**src/rtl/team_01_pkg.sv**
```systemverilog
// Shared types and constants for the team_01 Wishbone arbiter.
package team_01_pkg;

    typedef enum logic [1:0] {
        IDLE,
        BUS,
        DONE
    } arb_state_t;

    localparam int unsigned WB_ADDR_W          = 32;
    localparam int unsigned WB_DATA_W          = 32;
    localparam int unsigned WB_SEL_W           = 4;
    localparam int unsigned DEF_TIMEOUT_CYCLES = 255;

endpackage

```
**src/rtl/team_01_wb_arbiter_if.sv**
```systemverilog
// Classic single-beat Wishbone master port of the team_01 wrapper.
interface team_01_wb_arbiter_if;
    import team_01_pkg::*;

    logic [WB_DATA_W-1:0] DAT_I;
    logic                 ACK_I;
    logic [WB_ADDR_W-1:0] ADR_O;
    logic [WB_DATA_W-1:0] DAT_O;
    logic [WB_SEL_W-1:0]  SEL_O;
    logic                 WE_O;
    logic                 STB_O;
    logic                 CYC_O;

    modport master (
        input  DAT_I, ACK_I,
        output ADR_O, DAT_O, SEL_O, WE_O, STB_O, CYC_O
    );

    modport slave (
        output DAT_I, ACK_I,
        input  ADR_O, DAT_O, SEL_O, WE_O, STB_O, CYC_O
    );

endinterface

```
**src/rtl/team_01_rr_pick.sv**
```systemverilog
// Combinational round-robin selector: first asserted request at or after ptr, wrapping around.
module team_01_rr_pick #(
    parameter int unsigned NUM_REQ = 2,
    parameter int unsigned PTR_W   = 1
) (
    input  logic [NUM_REQ-1:0] req,
    input  logic [PTR_W-1:0]   ptr,
    output logic [NUM_REQ-1:0] gnt,
    output logic               valid
);

    logic [PTR_W-1:0] idx;

    always_comb begin
        gnt   = '0;
        valid = 1'b0;
        idx   = '0;
        for (int unsigned off = 0; off < NUM_REQ; off++) begin
            idx = PTR_W'((32'(ptr) + off) % NUM_REQ);
            if (!valid && req[idx]) begin
                gnt[idx] = 1'b1;
                valid    = 1'b1;
            end
        end
    end

endmodule

```
**src/rtl/team_01_wb_arbiter.sv**
```systemverilog
// Round-robin arbiter sharing the single Wishbone master port between NUM_REQ requesters.
// Optional ACK timeout is built when TEAM_01_WB_ARB_TIMEOUT_EN is defined.
module team_01_wb_arbiter
    import team_01_pkg::*;
#(
    parameter int unsigned NUM_REQ        = 2,
    parameter int unsigned TIMEOUT_CYCLES = DEF_TIMEOUT_CYCLES
) (
    input  logic                         clk_i,
    input  logic                         nrst,
    input  logic [NUM_REQ-1:0]           req_i,
    input  logic [NUM_REQ-1:0]           we_i,
    input  logic [NUM_REQ*WB_ADDR_W-1:0] adr_i,
    input  logic [NUM_REQ*WB_DATA_W-1:0] wdat_i,
    input  logic [NUM_REQ*WB_SEL_W-1:0]  sel_i,
    output logic [NUM_REQ-1:0]           done_o,
    output logic [NUM_REQ-1:0]           err_o,
    output logic [NUM_REQ-1:0]           gnt_o,
    output logic [WB_DATA_W-1:0]         rdat_o,
    team_01_wb_arbiter_if.master         wb
);

    localparam int unsigned PTR_W = $clog2(NUM_REQ);

    arb_state_t           state_q, state_d;
    logic [PTR_W-1:0]     ptr_q, win_idx, ptr_next;
    logic [NUM_REQ-1:0]   pick_gnt;
    logic                 pick_valid;
    logic                 to_hit;
    logic                 win_we;
    logic [WB_ADDR_W-1:0] win_adr;
    logic [WB_DATA_W-1:0] win_dat;
    logic [WB_SEL_W-1:0]  win_sel;

    team_01_rr_pick #(
        .NUM_REQ (NUM_REQ),
        .PTR_W   (PTR_W)
    ) u_pick (
        .req   (req_i),
        .ptr   (ptr_q),
        .gnt   (pick_gnt),
        .valid (pick_valid)
    );

    // One-hot winner to index and to its request fields.
    always_comb begin
        win_idx = '0;
        win_we  = 1'b0;
        win_adr = '0;
        win_dat = '0;
        win_sel = '0;
        for (int unsigned i = 0; i < NUM_REQ; i++) begin
            if (pick_gnt[i]) begin
                win_idx = PTR_W'(i);
                win_we  = we_i[i];
                win_adr = adr_i[i*WB_ADDR_W +: WB_ADDR_W];
                win_dat = wdat_i[i*WB_DATA_W +: WB_DATA_W];
                win_sel = sel_i[i*WB_SEL_W +: WB_SEL_W];
            end
        end
        ptr_next = (32'(win_idx) == NUM_REQ - 1) ? '0 : win_idx + PTR_W'(1);
    end

    always_ff @(posedge clk_i or negedge nrst) begin
        if (!nrst) state_q <= IDLE;
        else       state_q <= state_d;
    end

    always_comb begin
        state_d = state_q;
        case (state_q)
            IDLE:    if (pick_valid) state_d = BUS;
            BUS:     if (wb.ACK_I || to_hit) state_d = DONE;
            DONE:    state_d = IDLE;
            default: state_d = IDLE;
        endcase
    end

    always_ff @(posedge clk_i or negedge nrst) begin
        if (!nrst) begin
            ptr_q    <= '0;
            gnt_o    <= '0;
            done_o   <= '0;
            rdat_o   <= '0;
            wb.ADR_O <= '0;
            wb.DAT_O <= '0;
            wb.SEL_O <= '0;
            wb.WE_O  <= 1'b0;
            wb.STB_O <= 1'b0;
            wb.CYC_O <= 1'b0;
        end else begin
            done_o <= '0;
            case (state_q)
                IDLE: begin
                    gnt_o    <= pick_gnt;
                    wb.ADR_O <= win_adr;
                    wb.DAT_O <= win_dat;
                    wb.SEL_O <= win_sel;
                    wb.WE_O  <= win_we;
                    wb.STB_O <= pick_valid;
                    wb.CYC_O <= pick_valid;
                    if (pick_valid) ptr_q <= ptr_next;
                end
                BUS: begin
                    if (wb.ACK_I || to_hit) begin
                        wb.STB_O <= 1'b0;
                        wb.CYC_O <= 1'b0;
                        done_o   <= gnt_o;
                        // ACK wins over a coincident timeout
                        if (wb.ACK_I) begin
                            if (!wb.WE_O) rdat_o <= wb.DAT_I;
                        end else begin
                            rdat_o <= '0;
                        end
                    end
                end
                DONE:    gnt_o <= '0;
                default: ;
            endcase
        end
    end

`ifdef TEAM_01_WB_ARB_TIMEOUT_EN
    localparam int unsigned TO_W = $clog2(TIMEOUT_CYCLES + 1);

    logic [TO_W-1:0] to_cnt;

    assign to_hit = (state_q == BUS) && !wb.ACK_I && (32'(to_cnt) == TIMEOUT_CYCLES - 1);

    always_ff @(posedge clk_i or negedge nrst) begin
        if (!nrst) begin
            to_cnt <= '0;
            err_o  <= '0;
        end else begin
            err_o <= to_hit ? gnt_o : '0;
            if (state_q != BUS)  to_cnt <= '0;
            else if (!wb.ACK_I)  to_cnt <= to_cnt + TO_W'(1);
        end
    end
`else
    logic unused_timeout;

    assign unused_timeout = |TIMEOUT_CYCLES;
    assign to_hit         = 1'b0;
    assign err_o          = '0;
`endif

endmodule

```
**src/flat_wrapper.sv**
```systemverilog
// flat-port wrapper written by rule: the top's interface ports become plain ports
module team_01_wb_arbiter_flat import team_01_pkg::*;
#(
    parameter int unsigned NUM_REQ        = 2,
    parameter int unsigned TIMEOUT_CYCLES = DEF_TIMEOUT_CYCLES
)
  (clk_i, nrst, req_i, we_i, adr_i, wdat_i, sel_i, done_o, err_o, gnt_o, rdat_o, wb_DAT_I, wb_ACK_I, wb_ADR_O, wb_DAT_O, wb_SEL_O, wb_WE_O, wb_STB_O, wb_CYC_O);
  team_01_wb_arbiter_if wb_i ();
  input  logic clk_i;
  input  logic nrst;
  input  logic [NUM_REQ-1:0] req_i;
  input  logic [NUM_REQ-1:0] we_i;
  input  logic [NUM_REQ*WB_ADDR_W-1:0] adr_i;
  input  logic [NUM_REQ*WB_DATA_W-1:0] wdat_i;
  input  logic [NUM_REQ*WB_SEL_W-1:0] sel_i;
  output logic [NUM_REQ-1:0] done_o;
  output logic [NUM_REQ-1:0] err_o;
  output logic [NUM_REQ-1:0] gnt_o;
  output logic [WB_DATA_W-1:0] rdat_o;
  input wire logic [$bits(wb_i.DAT_I)-1:0] wb_DAT_I;
  input wire logic [$bits(wb_i.ACK_I)-1:0] wb_ACK_I;
  output wire logic [$bits(wb_i.ADR_O)-1:0] wb_ADR_O;
  output wire logic [$bits(wb_i.DAT_O)-1:0] wb_DAT_O;
  output wire logic [$bits(wb_i.SEL_O)-1:0] wb_SEL_O;
  output wire logic [$bits(wb_i.WE_O)-1:0] wb_WE_O;
  output wire logic [$bits(wb_i.STB_O)-1:0] wb_STB_O;
  output wire logic [$bits(wb_i.CYC_O)-1:0] wb_CYC_O;
  assign wb_i.DAT_I = wb_DAT_I;
  assign wb_i.ACK_I = wb_ACK_I;
  assign wb_ADR_O = wb_i.ADR_O;
  assign wb_DAT_O = wb_i.DAT_O;
  assign wb_SEL_O = wb_i.SEL_O;
  assign wb_WE_O = wb_i.WE_O;
  assign wb_STB_O = wb_i.STB_O;
  assign wb_CYC_O = wb_i.CYC_O;
  team_01_wb_arbiter #(.NUM_REQ(NUM_REQ), .TIMEOUT_CYCLES(TIMEOUT_CYCLES)) u_core (.clk_i(clk_i), .nrst(nrst), .req_i(req_i), .we_i(we_i), .adr_i(adr_i), .wdat_i(wdat_i), .sel_i(sel_i), .done_o(done_o), .err_o(err_o), .gnt_o(gnt_o), .rdat_o(rdat_o), .wb(wb_i));
endmodule
```
**config.mk**
```make
export PLATFORM = sky130hd
export DESIGN_NAME = team_01_wb_arbiter_flat
export DESIGN_NICKNAME = d
export VERILOG_FILES = /design/src/rtl/team_01_pkg.sv /design/src/rtl/team_01_wb_arbiter_if.sv /design/src/rtl/team_01_rr_pick.sv /design/src/rtl/team_01_wb_arbiter.sv /design/src/flat_wrapper.sv
export SDC_FILE = /design/constraint.sdc
export NUM_CORES = 1
export LEC_CHECK = 0
export BUFFER_PORTS_ARGS = -buffer_cell sky130_fd_sc_hd__buf_2
export CORE_AREA = 4 4 108 110
export DETAILED_ROUTE_END_ITERATION = 8
export DIE_AREA = 0 0 112 114
export GPL_ROUTABILITY_DRIVEN = 0
export GPL_TIMING_DRIVEN = 0
export PLACE_DENSITY_LB_ADDON = 0.05
export SETUP_SLACK_MARGIN = 0.15
export SLEW_MARGIN = 15
export SYNTH_ARGS = -nofsm -noshare
export SYNTH_HDL_FRONTEND = slang
export SYNTH_SLANG_ARGS = --single-unit
```
**constraint.sdc**
```tcl
create_clock -name clk_i -period 3.51 [get_ports clk_i]
set_clock_uncertainty 0.05 [all_clocks]
set_input_delay 0.351 -clock clk_i [delete_from_list [all_inputs] [get_ports clk_i]]
set_output_delay 0.351 -clock clk_i [all_outputs]
set_load 0.05 [all_outputs]
```
==> metrics.yaml <==
outcome:
  status: "finished, final reports clean"
timing:
  fin_setup_tns_ns: 0
  maxSlewViolCount: 0
  fmax_mhz: 554
  setup_viol: 0
  rsz0062_at_grt: "no"
  finalCritPeriodShare_pct: 51.4
  period_minus_slack_ns: 1.81
  fin_ws_ns: 1.70
  final_hold_viol_count: 0
synthesis:
  synth_top_flop_cell: "dfrtp_1"
  yosys-top-cells-area: "dfrtp_1 59%, a221o_1 15%, nor2b_1 6.4%"
  syn_avg_cell_area_um2: 13.9
  ys_types: 23
  synth_largest_area_cell: "dfrtp_1"
  synthArstFlopShare_pct: 100
  synth_top_area_share_pct: 59.5
  yosysWarnings: 0
  yosysSeqAreaShare_pct: 59.5
  ys_top_cells_by_count: "109 x dfrtp_1, 69 x a221o_1, 47 x nor2b_1"
  syn_area_um2: 4590
  netlist_instances: 329
  yosysMostFrequentCell: "dfrtp_1"
  ys_ff_latch: 109
  synth-edff-count: 0
critical_path:
  crit_fanout: 10
  end_kind: "flop"
  path_class: "reg2reg"
  crit_arrival_ns: 1.99
  rrSetupSlack_ns: 1.70
  start_kind: "flop"
  cp.required_ns: 3.69
placed_design:
  place_area_um2: 6210
  dp_slack_ns: 1.69
  portBuffers: 281
  dp_hpwl_um: 10600
clock_tree:
  clkTransAtPathRegs_ns: 0.09
  cts_made_buffers: 9
  cts_tree: "built"
  clock_latency_ns: 0.36
  cts_root_buf: "clkbuf_8"
  cts_max_path_buffers: 2
  cts.htree.levels: 3
  clkSinkCount: 109
  cts_setup_buffers: 0
routing:
  avgRoutedWirePerCell_um: 17.6
  viasPerCell: 5.00
  drc: 0
  drtPass1Iterations: 4
  routed_wl_um: 13600
  vias: 3851
  ant_nets: 0
  drt_iter0_drc: 159
global_routing:
  overflow: 0
  grt_usage_pct: 20.5
  grt_max_degree: 62
  antenna_found_initial: 2
  grt_pass1_vias: 4068
  grt_pass1_wl_um: 20900
pwr:
  ir_drop_v: 0.000589
  cellPowerDensity_nw_per_um2: 1130
  p_leak_nw: 3.45
  fin_total_pwr_mw: 7.30
finish:
  nFillCells: 949
  area_growth_pct: 40.9
  nets: 799
  seqCellArea_um2: 2730
  drive_above_1_share_pct: 55.2
  multiInputGateArea_um2: 1630
  stdcell_area_um2: 6460
floorplan:
  initial_core_util_pct: 42.9
  die_h_um: 114
  die_x_um: 112
  ios: 284
  core_um2: 10700
  row_count: 38
  die_area_um2: 12800
hold_path:
  worst_hold_path_type: "in2reg"
flow_run:
  maxCapViolations: 0
## cells by family (layout without fill, tap and decap cells)
group | count (synthesis) | in the layout | synth area share (%)
and+or+nand+nor | 79 | 79 | 11.4
other | 1 | 3 | 0.0818
DFF | 109 | 109 | 59.5
muxes | 32 | 32 | 7.86
buffers and inverters | 31 | 330 | 5.10
AOI/OAI and AO/OA | 77 | 77 | 16.1
## critical path, cell delays in order, from the launching register on
cell	delay, ns
dfrtp_1	0.46
nor2_2	0.16
buf_6	0.15
clkbuf_1	0.36
and2b_1	0.24
a221o_1	0.26
## where the power goes
group	switching (mW)	internal, mW
registers	0.310	1.86
clock network	0.421	0.481
logic	3.02	1.21
total	3.75	3.56
## what timing repair did
action	CTS	global route
hold buffers	1	0
endpoints found under the hold margin	48	0
gates resized for setup	0	0
## final timing paths
check                                         startpoint                              end  depth (start not counted)
max in group asynchronous                           nrst   u_core.wb.ADR_O[6]$_DFFE_PN0P_                          3
min in group asynchronous                           nrst  u_core.wb.ADR_O[17]$_DFFE_PN0P_                          2
max reg2reg                u_core.state_q[0]$_DFFE_PN0P_  u_core.wb.DAT_O[12]$_DFFE_PN0P_                          5
min                                             wb_ACK_I    u_core.state_q[0]$_DFFE_PN0P_                          2
max                        u_core.state_q[0]$_DFFE_PN0P_  u_core.wb.DAT_O[12]$_DFFE_PN0P_                          5
min reg2reg                u_core.rdat_o[30]$_DFFE_PN0P_    u_core.rdat_o[30]$_DFFE_PN0P_                          1
## registers in the layout (all words and copies together), names as in the netlist, 2 cells and up
| name | count |
|---|---|
| u_core.wb.ADR_O | 32 |
| u_core.gnt_o | 2 |
| u_core.wb.DAT_O | 32 |
| u_core.rdat_o | 32 |
| u_core.state_q | 2 |
| u_core.done_o | 2 |
| u_core.wb.SEL_O | 4 |
## layout make-up
class / count / share of cell area (%)
Tap cell: 140 / 2.71
Clock inverter: 6 / 1.80
Antenna cell: 1 / 0.0387
Buffer: 31 / 3.62
Clock buffer: 10 / 1.97
Sequential cell: 109 / 42.2
Timing Repair Buffer: 283 / 22.4
Multi-Input combinational cell: 190 / 25.2
## layer usage
layer  share of wire (%)  global-route usage, %  wire [um]  up-vias
met5               0.088                      0         12        -
met4                 2.0                   7.37        266        2
met3                 8.3                   5.89       1130       23
met2                  50                   35.3       6790      168
met1                  40                   24.7       5360     1849
li1                    -                      -          -     1809
## cell usage in the layout, fill, tap and decap left out, types with 2 or more instances in the layout
master,instances
a21o_1,2
a221o_1,69
and2_1,2
and2b_1,23
and3_1,2
buf_2,287
buf_4,3
buf_6,14
bufinv_16,3
clkbuf_1,9
clkbuf_8,9
conb_1,2
dfrtp_1,109
inv_6,2
mux2_1,6
mux2_2,26
nor2b_1,47
o21ai_0,3
## per-stage QoR
| stage | instances | util [%] | hold slack, ns |
|---|---|---|---|
| 2_1_floorplan | 330 | - | 0.00541 |
| 3_3_place_gp | 751 | 57.7 | 0.415 |
| 3_5_place_dp | 752 | 58.0 | 0.265 |
| 4_1_cts | 769 | 60.4 | 0.111 |
| 5_1_grt | 770 | 60.4 | 0.118 |
| 6_report | 770 | 60.4 | 0.133 |
(Power assumes the default switching activity.)
